$ cat config.mk
export PLATFORM = sky130hd
export DESIGN_NAME = inst_data_sram_arbiter
export DESIGN_NICKNAME = d
export VERILOG_FILES = /design/src/rtl/inst_data_sram_arbiter.sv
export SDC_FILE = /design/constraint.sdc
export NUM_CORES = 1
export LEC_CHECK = 0
export ABC_CLOCK_PERIOD_IN_PS = 1490
export BUFFER_PORTS_ARGS = -buffer_cell sky130_fd_sc_hd__buf_2
export CORE_AREA = 2 2 105 107
export DETAILED_ROUTE_END_ITERATION = 12
export DIE_AREA = 0 0 107 109
export GPL_TIMING_DRIVEN = 0
export PLACE_DENSITY = 0.51
export SLEW_MARGIN = 10
export SYNTH_ARGS = -nofsm -noshare
export SYNTH_HDL_FRONTEND = slang
export SYNTH_SLANG_ARGS = --single-unit
$ cat constraint.sdc
create_clock -name clk -period 1.49 [get_ports clk]
set_clock_uncertainty 0.2 [all_clocks]
set_input_delay 0.0745 -clock clk [delete_from_list [all_inputs] [get_ports clk]]
set_output_delay 0.0745 -clock clk [all_outputs]
set_load 0.05 [all_outputs]
$ cat src/rtl/inst_data_sram_arbiter.sv
// rtl/inst_data_sram_arbiter.sv - shares one single-port SRAM between fetch and data requesters
module inst_data_sram_arbiter #(
  parameter int XLEN       = 32,
  parameter int STARVE_MAX = 4
) (
  input  logic            clk,
  input  logic            reset,
  input  logic            i_req,
  input  logic [XLEN-1:0] i_addr,
  output logic            i_gnt,
  output logic            i_rvalid,
  output logic [XLEN-1:0] i_rdata,
  input  logic            d_req,
  input  logic [3:0]      d_wen,
  input  logic [XLEN-1:0] d_addr,
  input  logic [XLEN-1:0] d_wdata,
  output logic            d_gnt,
  output logic            d_rvalid,
  output logic [XLEN-1:0] d_rdata,
  output logic            sram_en,
  output logic [3:0]      sram_wen,
  output logic [XLEN-1:0] sram_addr,
  output logic [XLEN-1:0] sram_wdata,
  input  logic [XLEN-1:0] sram_rdata
);

  localparam logic [3:0] STARVE_LIM = 4'(STARVE_MAX);

  typedef enum logic [1:0] {IDLE, RESP_I, RESP_D} resp_st_t;

  resp_st_t   resp_st;
  logic [3:0] starve_cnt;
  logic       force_i;

  // Data normally wins; fetch wins once it has been denied STARVE_MAX cycles in a row.
  always_comb begin
    force_i    = i_req && (starve_cnt == STARVE_LIM);
    d_gnt      = d_req && !force_i;
    i_gnt      = i_req && (!d_req || force_i);
    sram_en    = i_gnt | d_gnt;
    sram_wen   = d_gnt ? d_wen : 4'b0000;
    sram_wdata = d_wdata;
    sram_addr  = '0;
    if (i_gnt) begin
      sram_addr = i_addr;
    end else if (d_gnt) begin
      sram_addr = d_addr;
    end
  end

  always_ff @(posedge clk or negedge reset) begin
    if (!reset) begin
      starve_cnt <= 4'd0;
    end else if (!i_req || i_gnt) begin
      starve_cnt <= 4'd0;
    end else if (starve_cnt != STARVE_LIM) begin
      starve_cnt <= starve_cnt + 4'd1;
    end
  end

  // Remembers who owns the read data that the SRAM returns next cycle.
  always_ff @(posedge clk or negedge reset) begin
    if (!reset) begin
      resp_st <= IDLE;
    end else if (i_gnt) begin
      resp_st <= RESP_I;
    end else if (d_gnt && (d_wen == 4'b0000)) begin
      resp_st <= RESP_D;
    end else begin
      resp_st <= IDLE;
    end
  end

  assign i_rvalid = (resp_st == RESP_I);
  assign d_rvalid = (resp_st == RESP_D);
  assign i_rdata  = sram_rdata;
  assign d_rdata  = sram_rdata;

endmodule

==> reports/metrics.yaml <==
yosys:
  async_reset_ff_share_pct: 100
  ys_seq_area_share_pct: 8.96
  synth_fp_nets: 374
  synth_warnings: 0
  yosysTopAreaCell: "buf_4"
  synth_edf_count: 0
  yosys-top-cells-count: "buf_4, nand3_1, nand2_1"
  syn_inst: 236
  synth_area_leaders: "buf_4, o21ai_2, nand3_1, dfrtp_1, nand2_1"
  synth_seq_cells: 6
  syn_area_mm2: 0.00168
  yosysMostFrequentCell: "buf_4"
  synth_flop_cell: "dfrtp_1"
  ys_types: 22
  synth_top_area_share_pct: 43.0
  synth_area_per_cell_um2: 7.10
worst_setup_path:
  rr_startpoint: "starve_cnt[0]$_DFFE_PN0P_"
  ff2ff_path_depth: 7
  crit_path_end_kind: "output pin"
  cpLargestDelayFamily: "buffers and inverters"
  cpMaxStageDelayCell: "dfrtp_1"
  max_stage_delay_ns: 0.38
  crit_fanout: 10
  path_cells: "inv_2 -> ha_4 -> nand4b_4 -> nand2_4 -> inv_8 -> clkbuf_16 -> o21ai_4 -> buf_8"
  crit_buf_inv: 4
  crit_required_ns: 1.22
  arrival_ns: 1.69
  r2r_slack_ns: -0.15
  reg2reg_to: "starve_cnt[0]$_DFFE_PN0P_"
  crit_type: "reg -> out"
  start_kind: "register"
sta:
  setup_violations: 42
  period_needed_ns: 1.97
  slew_headroom_pct: 49.5
  rsz0062_at_grt: "true"
  drv_slew: 0
  tightest_slew_ns: 0.758
  fin_hold_ws_ns: 0.0206
  finalCritPeriodShare_pct: 132
  max_freq_ghz: 0.509
  finalHoldViolCount: 0
  setup_slack_ns: -0.476
global_routing:
  grt_max_degree: 11
  grt_pass1_wl_um: 10200
  grt.overflow.total: 0
  use_met2_pct: 23.1
  antenna_found_initial: 0
  grt_use_total_pct: 11.0
  grt.busiest_layer: "met2"
  grt_pass1_vias: 2216
  use_met3_pct: 2.15
  met1_usage_pct: 11.3
flow_run:
  drv_cap: 0
clocking:
  cts.sinks: 6
  clockRootBuffer: "clkbuf_8"
  cts_tree: "yes"
  clock_path_buffers: 2
  clk_latency_ns: 0.22
  path_clk_slew_ns: 0.04
  numCtsBuffers: 3
  htreeDepth: 1
pwr:
  switching_share_pct: 54.7
  p_int_uw: 976
  irDropWorstVdd_uv: 265
  total_power_uw: 2160
  combPwrFrac_pct: 81.2
  p_leak_uw: 0.00207
  p_clk_share_pct: 10.9
  power_density_mw_per_mm2: 558
  pwr-share-seq_pct: 7.9
  power_switching_uw: 1180
routing:
  viasPerCell: 3.87
  wl_per_cell_um: 12.0
  drc: 0
  drt-pass1-iter-count: 3
  totalWireLength_um: 7260
  via_count: 2347
  ant_nets: 0
  drt-initial-drc-count: 49
final_layout:
  drive_above_1_share_pct: 85.4
  nFillCells: 1129
  antenna_cells: 0
  area_growth_pct: 131
  fin_nets: 607
  multi_input_area_mm2: 0.00111
  regArea_um2: 150
placed_design:
  port_buffers: 208
  routabilityCongestion: 0.745
  dp_hpwl_um: 5910
floorplanning:
  io_pins: 273
  fp.dieArea_mm2: 0.0117
  dieWidth_um: 107
  core_mm2: 0.0106
  num_rows: 38
  initial_core_util_pct: 15.8
  die_h_um: 109
status:
  status: "finished with violations"
  violations: "setup timing"
worst_hold_path:
  hold_path.class: "in -> async"
-- cells in the final DEF, fill, tap and decap left out, drive strengths merged --
cell type	instances
ha	2
or4	1
xor2	1
nor2b	2
dfrtp	6
o21ai	32
nand4b	2
nand3	33
or2	1
and3	8
buf	324
clkbuf	11
nor2	1
and2	1
inv	3
nand2	33
xnor2	1
dlygate4sd3	5
-- area by class of cell --
type                    instances  share of cell area [%]
repair buffers                227                    39.2
multi-input cells             118                    28.8
plain buffers                 110                    22.1
well taps                     140                    4.53
flip-flops and latches          6                    3.89
clock buffers                   3                    1.07
inverters                       3                   0.486
-- flip-flops by register name (all words and copies together) (netlist names) --
signal / cells
resp_st: 2
starve_cnt: 4
-- worst max-delay path by stage --
stage | from | to | slack [ns] | depth (start not counted)
floorplan | starve_cnt[0]$_DFFE_PN0P_ | sram_addr[22] | -0.23 | 7
global placement | starve_cnt[0]$_DFFE_PN0P_ | sram_addr[14] | -0.62 | 7
detailed placement | starve_cnt[0]$_DFFE_PN0P_ | sram_addr[14] | -0.62 | 7
CTS | starve_cnt[0]$_DFFE_PN0P_ | sram_addr[14] | -0.50 | 8
global route | starve_cnt[0]$_DFFE_PN0P_ | sram_addr[29] | -0.56 | 8
finish | starve_cnt[0]$_DFFE_PN0P_ | sram_addr[19] | -0.48 | 8
-- power groups by stage --
stage	clock network (µW)	registers, µW	logic [µW]
after floorplan	0	173	1230
after global placement	0	173	1550
after detailed placement	0	173	1560
after CTS	242	171	1730
after global routing	251	171	1830
final	236	171	1750
-- metal layers --
metal,vias to the layer above,part of all wire (%)
met5,-,0
met4,0,0.40
met3,4,9.3
met2,143,57
met1,1055,33
li1,1145,-
-- through the flow --
| step | setup TNS, ns | worst slack (ns) | cells | util [%] | instance area [µm²] |
|---|---|---|---|---|---|
| global placement | -18.71 | -0.621 | 584 | 29.7 | 3150 |
| floorplan | -7.03 | -0.229 | 236 | - | 1930 |
| detailed placement | -20.09 | -0.624 | 584 | 29.7 | 3150 |
| global route | -20.63 | -0.563 | 607 | 36.4 | 3860 |
| finish | -16.84 | -0.476 | 607 | 36.4 | 3860 |
| CTS | -17.57 | -0.503 | 603 | 35.4 | 3750 |
-- what timing repair did --
action                                  CTS  global route
pin swaps                                 6             3
endpoints found under the hold margin     7             0
resized for setup                       114            13
buffers inserted                          9             2
endpoints found under the setup margin   43            44
gates cloned                              2             2
hold buffers                              5             0
-- cells by family (layout without fill, tap and decap cells) --
kind of cell               after synthesis  count (layout)  share of synthesized area, %
xor gates and xnor gates                 2               2                          1.05
AOI/OAI and AO/OA                       32              32                          16.1
DFF                                      6               6                          8.96
adders and majority gates                2               2                          1.49
buffers and inverters                  113             343                          48.5
and+or+nand+nor                         81              82                          24.0
-- worst reg2reg max path: cells and delay by family, from the launching register on --
kind	cells	cell delay, ns
buffers and inverters	3	0.32
adders and majority gates	1	0.15
and+or+nand+nor	3	0.48
DFF	1	0.38
No activity file was read; power rests on OpenSTA's default activity.
